===== src/rtl/acc_requant.sv =====
// acc_requant: drains int32 accumulators, requantizes them to int8 and
// optionally packs four results per 32-bit word for the CPU.
module acc_requant #(
  parameter int LATENCY_STAGES = 3
) (
  input  logic        clk,
  input  logic        reset,
  input  logic        cfg_we,
  input  logic [2:0]  cfg_addr,
  input  logic [31:0] cfg_wdata,
  input  logic        in_valid,
  output logic        in_ready,
  input  logic [31:0] in_acc,
  input  logic        in_last,
  output logic        out_valid,
  input  logic        out_ready,
  output logic [31:0] out_data,
  output logic [2:0]  out_count,
  output logic        busy
);

  typedef struct packed {
    logic [4:0] shift;
    logic [8:0] off;
    logic [7:0] amin;
    logic [7:0] amax;
    logic       pack;
    logic       last;
  } tail_t;

  localparam logic [31:0] MinInt = 32'h8000_0000;

  logic [31:0] bias_q;
  logic [31:0] mult_q;
  logic [4:0]  shift_q;
  logic [8:0]  off_q;
  logic [7:0]  amin_q;
  logic [7:0]  amax_q;
  logic        pack_q;

  always_ff @(posedge clk) begin
    if (reset) begin
      bias_q  <= '0;
      mult_q  <= '0;
      shift_q <= '0;
      off_q   <= '0;
      amin_q  <= 8'h80;
      amax_q  <= 8'h7f;
      pack_q  <= 1'b0;
    end else if (cfg_we) begin
      case (cfg_addr)
        3'd0:    bias_q  <= cfg_wdata;
        3'd1:    mult_q  <= cfg_wdata;
        3'd2:    shift_q <= cfg_wdata[4:0];
        3'd3:    off_q   <= cfg_wdata[8:0];
        3'd4:    amin_q  <= cfg_wdata[7:0];
        3'd5:    amax_q  <= cfg_wdata[7:0];
        3'd6:    pack_q  <= cfg_wdata[0];
        default: ;
      endcase
    end
  end

  logic [LATENCY_STAGES-1:0] vld_q;

  logic [31:0] x1_q;
  logic [31:0] m1_q;
  tail_t       t1_q;
  logic [31:0] x1_d;
  tail_t       t1_d;

  logic signed [63:0] p2_q;
  logic               sat2_q;
  tail_t              t2_q;
  logic signed [63:0] xs2;
  logic signed [63:0] ms2;
  logic signed [63:0] p2_d;
  logic               sat2_d;

  logic [7:0] q3_q;
  logic       pack3_q;
  logic       last3_q;
  logic [7:0] q3_d;

  logic adv;
  logic can_load;
  logic conflict;

  // S1: bias add and config snapshot
  assign x1_d = in_acc + bias_q;
  assign t1_d = '{shift: shift_q, off: off_q, amin: amin_q,
                  amax: amax_q, pack: pack_q, last: in_last};

  // S2: full-width product plus the single overflow case
  assign xs2    = {{32{x1_q[31]}}, x1_q};
  assign ms2    = {{32{m1_q[31]}}, m1_q};
  assign p2_d   = xs2 * ms2;
  assign sat2_d = (x1_q == MinInt) && (m1_q == MinInt);

  // S3: rounding high-mul, rounding shift, offset, clamp
  logic signed [63:0] nudge3;
  logic signed [63:0] sum3;
  logic signed [63:0] adj3;
  logic signed [31:0] h3;
  logic signed [31:0] sh3;
  logic signed [31:0] r3;
  logic [31:0]        mask3;
  logic [31:0]        rem3;
  logic [31:0]        thr3;
  logic               rnd3;
  logic signed [32:0] y3;
  logic signed [32:0] lo3;
  logic signed [32:0] hi3;
  logic signed [32:0] c3;
  logic               unused_bits;

  assign nudge3 = p2_q[63] ? -64'sd1073741823 : 64'sd1073741824;
  assign sum3   = p2_q + nudge3;
  assign adj3   = sum3[63] ? sum3 + 64'sd2147483647 : sum3;
  assign h3     = sat2_q ? 32'sh7fff_ffff : adj3[62:31];
  assign mask3  = (32'd1 << t2_q.shift) - 32'd1;
  assign rem3   = h3 & mask3;
  assign thr3   = {1'b0, mask3[31:1]} + {31'd0, h3[31]};
  assign rnd3   = rem3 > thr3;
  assign sh3    = h3 >>> t2_q.shift;
  assign r3     = sh3 + $signed({31'd0, rnd3});
  assign y3     = {r3[31], r3} + {{24{t2_q.off[8]}}, t2_q.off};
  assign lo3    = {{25{t2_q.amin[7]}}, t2_q.amin};
  assign hi3    = {{25{t2_q.amax[7]}}, t2_q.amax};

  always_comb begin
    c3 = y3;
    if (c3 < lo3) c3 = lo3;
    if (c3 > hi3) c3 = hi3;
  end

  assign q3_d = c3[7:0];
  assign unused_bits = ^{adj3[63], adj3[30:0], c3[32:8]};

  always_ff @(posedge clk) begin
    if (reset) begin
      vld_q <= '0;
    end else if (adv) begin
      vld_q <= {vld_q[LATENCY_STAGES-2:0], in_valid};
    end
  end

  always_ff @(posedge clk) begin
    if (adv) begin
      x1_q    <= x1_d;
      m1_q    <= mult_q;
      t1_q    <= t1_d;
      p2_q    <= p2_d;
      sat2_q  <= sat2_d;
      t2_q    <= t1_q;
      q3_q    <= q3_d;
      pack3_q <= t2_q.pack;
      last3_q <= t2_q.last;
    end
  end

  // Packer and output register
  logic        out_valid_q;
  logic        out_valid_d;
  logic [31:0] out_data_q;
  logic [31:0] out_data_d;
  logic [2:0]  out_count_q;
  logic [2:0]  out_count_d;
  logic [31:0] buf_q;
  logic [31:0] buf_d;
  logic [1:0]  bcnt_q;
  logic [1:0]  bcnt_d;
  logic [31:0] merged;
  logic        s3_vld;

  assign s3_vld   = vld_q[LATENCY_STAGES-1];
  assign can_load = !out_valid_q || out_ready;
  // an unpacked element must wait one slot while a partial word drains
  assign conflict = s3_vld && !pack3_q && (bcnt_q != 2'd0);
  assign adv      = can_load && !conflict;
  assign merged   = buf_q | ({24'd0, q3_q} << {bcnt_q, 3'b000});

  always_comb begin
    out_valid_d = out_valid_q && !out_ready;
    out_data_d  = out_data_q;
    out_count_d = out_count_q;
    buf_d       = buf_q;
    bcnt_d      = bcnt_q;
    if (can_load && s3_vld) begin
      if (!pack3_q && bcnt_q != 2'd0) begin
        out_valid_d = 1'b1;
        out_data_d  = buf_q;
        out_count_d = {1'b0, bcnt_q};
        buf_d       = '0;
        bcnt_d      = '0;
      end else if (!pack3_q) begin
        out_valid_d = 1'b1;
        out_data_d  = {{24{q3_q[7]}}, q3_q};
        out_count_d = 3'd1;
      end else if (bcnt_q == 2'd3 || last3_q) begin
        out_valid_d = 1'b1;
        out_data_d  = merged;
        out_count_d = {1'b0, bcnt_q} + 3'd1;
        buf_d       = '0;
        bcnt_d      = '0;
      end else begin
        buf_d  = merged;
        bcnt_d = bcnt_q + 2'd1;
      end
    end
  end

  always_ff @(posedge clk) begin
    if (reset) begin
      out_valid_q <= 1'b0;
      out_data_q  <= '0;
      out_count_q <= '0;
      buf_q       <= '0;
      bcnt_q      <= '0;
    end else begin
      out_valid_q <= out_valid_d;
      out_data_q  <= out_data_d;
      out_count_q <= out_count_d;
      buf_q       <= buf_d;
      bcnt_q      <= bcnt_d;
    end
  end

  assign in_ready  = adv;
  assign out_valid = out_valid_q;
  assign out_data  = out_data_q;
  assign out_count = out_count_q;
  assign busy      = (|vld_q) || (bcnt_q != 2'd0) || out_valid_q;

endmodule


===== config.mk =====
export PLATFORM = sky130hd
export DESIGN_NAME = acc_requant
export DESIGN_NICKNAME = d
export VERILOG_FILES = /design/src/rtl/acc_requant.sv
export SDC_FILE = /design/constraint.sdc
export NUM_CORES = 2
export LEC_CHECK = 0
export BUFFER_PORTS_ARGS = -buffer_cell sky130_fd_sc_hd__buf_4
export CAP_MARGIN = 10
export CORE_AREA = 2 2 485 438
export CTS_CLUSTER_SIZE = 8
export DETAILED_ROUTE_END_ITERATION = 6
export DIE_AREA = 0 0 487 440
export GPL_ROUTABILITY_DRIVEN = 0
export SLEW_MARGIN = 0
export SYNTH_ARGS = -nofsm -noshare
export SYNTH_HDL_FRONTEND = slang
export SYNTH_SLANG_ARGS = --single-unit
export TNS_END_PERCENT = 50

===== constraint.sdc =====
create_clock -name clk -period 16.8 [get_ports clk]
set_clock_uncertainty 0.1 [all_clocks]
set_input_delay 3.36 -clock clk [delete_from_list [all_inputs] [get_ports clk]]
set_output_delay 3.36 -clock clk [all_outputs]
set_load 0.05 [all_outputs]

== After elaboration in Yosys (flattened, before gate mapping) ==
Cells that the tools add are included.

* Word-level logic and storage cells: 109
* Input bits: 73
* Bits in registers: 371
* Output and inout bits: 38

* Reductions and logical operators: 28
* Order comparisons: 3
* Shift operators: 3
* Multiplexer cells: 21
* Equal/unequal tests: 10
* $mul: 1
* Add/sub/neg operators: 9
* Bitwise gates (word level): 2

{| class="wikitable"
|+ Operator list
! operator !! number
|-
| $mux W32 || 7
|-
| $add A64 B64 Y64 || 1
|-
| $eq A32 B32 Y1 const B || 2
|-
| $mul A32 B32 Y64 || 1
|-
| $mux W64 || 1
|-
| $add A63 B32 Y63 const B || 1
|-
| $mux W63 || 1
|-
| $add A32 B9 Y33 || 1
|-
| $gt A33 B8 Y1 || 1
|-
| $lt A33 B8 Y1 || 1
|-
| $mux W33 || 1
|-
| $add A31 B1 Y32 || 1
|-
| $add A32 B2 Y32 || 1
|-
| $add A32 B32 Y32 || 1
|-
| $and A32 B32 Y32 || 1
|-
| $gt A32 B32 Y1 || 1
|-
| $or A32 B32 Y32 || 1
|-
| $shl A1 B5 Y32 const A || 1
|-
| $shl A8 B5 Y32 || 1
|-
| $sshr A32 B5 Y32 || 1
|-
| $sub A32 B1 Y32 const B || 1
|-
| $reduce_and A2 Y1 || 9
|-
| $eq A3 B3 Y1 const B || 3
|-
| $mux W3 || 3
|-
| other kinds (15) || 34
|}

== Longest topological paths before layout ==
* Word-level depth: 13
* Depth in mapped cells: 91
* Gate-level depth less buffers: 86

== Worst setup path after synthesis ==
Ideal clock, no wire load.

* Path type: input-to-output
* Start: input out_ready
* End: output in_ready
* Required time: 13.340 ns
* Slack: -0.577 ns
* Cell stages on the path: 2
* Arrival: 13.917 ns
* Path buffers: 0
* Cell sequence: nand2b_1 > a21boi_1

* Word-level cells in the longest chain between the ends: 2

{| class="wikitable"
|+ RTL lines
! item !! line !! RTL
|-
| start: declaration || 16 || <nowiki>input logic out_ready,</nowiki>
|-
| $logic_or A1 B1 Y1 || 177 || <nowiki>assign can_load = !out_valid_q || out_ready;</nowiki>
|-
| $logic_and A1 B1 Y1 || 180 || <nowiki>assign adv = can_load && !conflict;</nowiki>
|-
| end: declaration || 12 || <nowiki>output logic in_ready,</nowiki>
|}

No other way between the ends.

== Final worst setup path ==
* Start: register p2_q[63]
* End: register q3_q[6], data pin

* Word-level cells in the longest chain between the ends: 13
* Elaborated cells on any way between the ends: 15
* Classes of those cells: add/sub (5); order compare (3); shift (1); mux (5); bitwise (1)

{| class="wikitable"
|+ RTL lines
! item !! line !! RTL
|-
| start: declaration || 72 || <nowiki>logic signed [63:0] p2_q;</nowiki>
|-
| start signal: assignment || 153 || <nowiki>p2_q <= p2_d;</nowiki>
|-
| $mux W64 || 117 || <nowiki>assign nudge3 = p2_q[63] ? -64'sd1073741823 : 64'sd1073741824;</nowiki>
|-
| $add A64 B64 Y64 * || 118 || <nowiki>assign sum3 = p2_q + nudge3;</nowiki>
|-
| $add A63 B32 Y63 || 119 || <nowiki>assign adj3 = sum3[63] ? sum3 + 64'sd2147483647 : sum3;</nowiki>
|-
| $mux W63 * || 119 ||
|-
| $mux W32 * || 120 || <nowiki>assign h3 = sat2_q ? 32'sh7fff_ffff : adj3[62:31];</nowiki>
|-
| $add A31 B1 Y32 or $and A32 B32 Y32 (tied branches) || 123, 122 ||
|-
| $gt A32 B32 Y1 || 124 || <nowiki>assign rnd3 = rem3 > thr3;</nowiki>
|-
| $add A32 B2 Y32 * || 126 || <nowiki>assign r3 = sh3 + $signed({31'd0, rnd3});</nowiki>
|-
| $add A32 B9 Y33 * || 127 || <nowiki>assign y3 = {r3[31], r3} + {{24{t2_q.off[8]}}, t2_q.off};</nowiki>
|-
| $lt A33 B8 Y1 || 133 || <nowiki>if (c3 < lo3) c3 = lo3;</nowiki>
|-
| $mux W33 * || 133 ||
|-
| $gt A33 B8 Y1 || 134 || <nowiki>if (c3 > hi3) c3 = hi3;</nowiki>
|-
| $mux W8 * || 134 ||
|-
| via c3[6] || 114 || <nowiki>logic signed [32:0] c3;</nowiki>
|-
| end signal: assignment || 156 || <nowiki>q3_q <= q3_d;</nowiki>
|-
| end: declaration || 80 || <nowiki>logic [7:0] q3_q;</nowiki>
|}

Mark *: on every way through the listed nets, which the timed path passes. The rest lies on a longest branch.
A chain may end at the register's enable or synchronous reset.

==> reports/metrics.csv <==
stage,metric,value,unit
worst_setup_path,cp.required,17.08,ns
sta,drv_slew,0,
clocking,clock-sinks,371,
synthesis,synth_cells,7059,
clocking,cts-root-buf,clkbuf_16,
global_route,grt_pass1_vias,53230,
sta,period_needed,15.85,ns
place,placedInstanceArea,67010,um2
worst_setup_path,cp_data_arrival_time,16.13,ns
floorplan,io_pins,111,
power_and_ir_drop,peakVddDrop,0.1272,mV
floorplan,coreArea,210000,um2
final_layout,fin_util,32.82,%
synthesis,synth_ff_type,edfxtp_1,
worst_setup_path,slowest_stage,edfxtp_1,
floorplan,dieWidth,487,um
floorplan,die_h,440,um
floorplan,num_rows,160,
routing,totalWireLength,192800,um
sta,relSlewSlack,17.51,%
flow_run,cap_violations,0,
routing,drc,0,
clocking,cts-buffers-inserted,53,
clocking,ctsHtreeMaxLevel,2,
sta,tightest_slew,1.234,ns
worst_setup_path,crit_path_max_incr_delay,0.53,ns
synthesis,synth_cell_type_count,114,
synthesis,ys_async_sr_fraction,0,%
synthesis,syn-cell-area,62490,um2
routing,wire_per_inst,19.50,um
clocking,clock_path_buffers,3,
synthesis,synth_fp_nets,8603,
sta,hold_viol,0,
outcome,status,"finished, final reports clean",
worst_setup_path,startpoint,p2_q[63],
worst_setup_path,worstRegToRegCells,86,
min_path,worstHoldStart,t1_q[0],
clocking,clk_latency,0.63,ns
floorplan,die_area,214300,um2
final_layout,fin_nets,8635,
final_layout,areaGrowthSynthToFinish,10.29,%
sta,max_clock_freq,63.09,MHz
routing,drt_iter0_drc,4883,
sta,setup_tns,0,ns
global_route,overflow,0,
min_path,hold_path_depth,0,
place,dpl.hpwl,143000,um
power_and_ir_drop,powerDensity,158.4,nW/um2
global_route,grt_pass1_wl,303500,um
worst_setup_path,cp_max_fo,9,
worst_setup_path,end_kind,register,
global_route,grt_max_degree,86,
floorplan,initial_core_util,29.76,%
final_layout,multi_input_area,47360,um2
sta,setup_viol,0,
routing,ant_nets,0,
final_layout,final_cells,9887,
min_path,holdCritPathClass,reg2reg,
final_layout,fin_area,68920,um2
routing,via_count,50850,
clocking,cts_tree,yes,
routing,firstDrtPassIters,6,
place,io_buffers,110,
sta,finalCritPeriodShare,94.35,%
final_layout,drive_gt1_share,7.813,%
worst_setup_path,worstSetupStartpointType,register,
routing,viasPerCell,5.143,
synthesis,yosys_warnings,0,
synthesis,synth_seq_cells,371,
synthesis,yosysSeqAreaShare,15.14,%
worst_setup_path,crit_top_cell,a21oi_1,
clocking,clkSlewWorstSetupHoldPaths,0.05,ns
synthesis,syn_avg_cell_area,8.853,um2
final_layout,register_area,9459,um2
synthesis,synth_enable_flop_cells,203,
power_and_ir_drop,leakage,29.30,nW
worst_setup_path,r2r-start,p2_q[63],
place,place_inst,9778,
worst_setup_path,crit_type,reg2reg,
global_route,grt.total_usage,17.87,%
global_route,antenna_found_initial,14,
final_layout,nFillCells,21570,
Yosys cell counts, drive strengths merged (21+ instances only):
master	n	area, um2
nand2	1148	4309
a21oi	318	1592
a31oi	34	227.7
nor4	51	367.9
and2	256	1602
o31ai	30	254.0
a211oi	65	493.0
nand4	59	375.4
nor3	123	641.9
a221oi	24	222.7
buf	48	260.2
or3	31	198.9
or2	22	140.1
dfxtp	168	3363
a22oi	45	342.8
nor2b	46	287.8
ha	387	4842
o211ai	31	246.5
a21o	76	570.6
clkbuf	316	1186
nand2b	87	544.3
xor2	54	473.0
nor2	324	1219
mux2	28	319.1
nand3	78	410.4
mux2i	28	280.3
o21a	32	240.2
o2111ai	21	201.5
xnor2	167	1463
o21ai	161	805.8
inv	1197	4493
and3	33	206.5
fa	1084	21700
edfxtp	203	6096
cell type report:
class	count	area share (%)
multi-input combinational	5124	68.71
sequential	371	13.72
inverter	1200	6.537
tap	2754	4.999
timing repair buffer	341	3.736
clock buffer	88	2.144
clock inverter	5	0.1361
antenna	4	0.01452
placed cells by master, fill, tap and decap left out, types with 24 or more instances in the layout:
master	count
a211oi_1	62
a21o_1	76
a21oi_1	313
a22oi_1	44
a31oi_1	31
and2_1	254
and3_1	32
buf_4	337
clkbuf_1	33
clkbuf_16	53
dfxtp_1	168
edfxtp_1	203
fa_1	1084
ha_1	382
inv_1	1195
mux2_2	27
mux2i_1	28
nand2_1	1146
nand2b_1	87
nand3_1	71
nand4_1	58
nor2_1	320
nor2b_1	44
nor3_1	116
nor4_1	43
o211ai_1	30
o21a_1	32
o21ai_0	146
o31ai_1	24
or3_1	28
xnor2_1	166
xor2_1	53
metal layers:
layer | global-route usage (%) | vias to the layer above | wire length (um)
met5 | 0 | - | 61
met1 | 23.65 | 25400 | 80360
met3 | 3.556 | 507 | 16670
met2 | 29.15 | 2190 | 88460
met4 | 5.966 | 8 | 7231
li1 | - | 22740 | -
worst max-delay path, delay by kind of cell, from the launching register on:
family	cells	cell delay [ns]
flip-flops	1	0.53
AND/OR/NAND/NOR	21	2.88
multiplexers	2	0.65
adder cells (fa/ha/maj)	8	2.26
buffers and inverters	9	1.47
XOR/XNOR	3	0.44
AO/OA/AOI/OAI	43	7.25
stage by stage:
| stage | total power [W] | worst slack, ns | hold slack [ns] |
|---|---|---|---|
| after detailed placement | 0.009600 | 0.3738 | 0.3045 |
| after global routing | 0.01189 | -0.1269 | 0.3223 |
| final | 0.01092 | 0.9489 | 0.3091 |
| after global placement | 0.009436 | 0.4830 | 0.3026 |
| after CTS | 0.01066 | 0.3215 | 0.3096 |
| after floorplan | 0.007002 | 0.008409 | 0.3003 |
report_power, final:
group	total (W)	internal (W)	switching [W]	leakage [nW]
Clock	0.00101	0.000598	0.000408	0.747
Combinational	0.00863	0.00343	0.00520	24.9
Sequential	0.00129	0.00116	0.000126	3.62
flip-flops by register name, summed over array words and instances, names as in the netlist, 9 cells and up:
name and count:
x1_q 32, mult_q 32, t1_q 32, bias_q 32
t2_q 16, buf_q 32, off_q 9, m1_q 32
out_data 32, p2_q 64
path summary, 6_finish.rpt:
kind / end / slack [ns]
worst max-delay path: q3_q[6] / 0.95
worst min-delay path: t2_q[0] / 0.31
worst max register to register: q3_q[6] / 0.95
worst min register to register: t2_q[0] / 0.31
repair_timing:
item,4_1_cts,5_1_grt
gates resized for setup,0,61
buffers inserted,0,12
hold buffers,0,0
hold endpoints to repair,0,0
endpoints found under the setup margin,0,8
cells by family after synthesis:
| family | after synthesis | share of synthesized area (%) |
|---|---|---|
| AO/OA/AOI/OAI | 1056 | 11.46 |
| buffers and inverters | 1564 | 9.524 |
| AND/OR/NAND/NOR | 2317 | 17.30 |
| other | 2 | 0.01202 |
| flip-flops | 371 | 15.14 |
| adder cells (fa/ha/maj) | 1471 | 42.47 |
| XOR/XNOR | 221 | 3.097 |
| multiplexers | 57 | 0.9951 |
(Power assumes the default switching activity.)
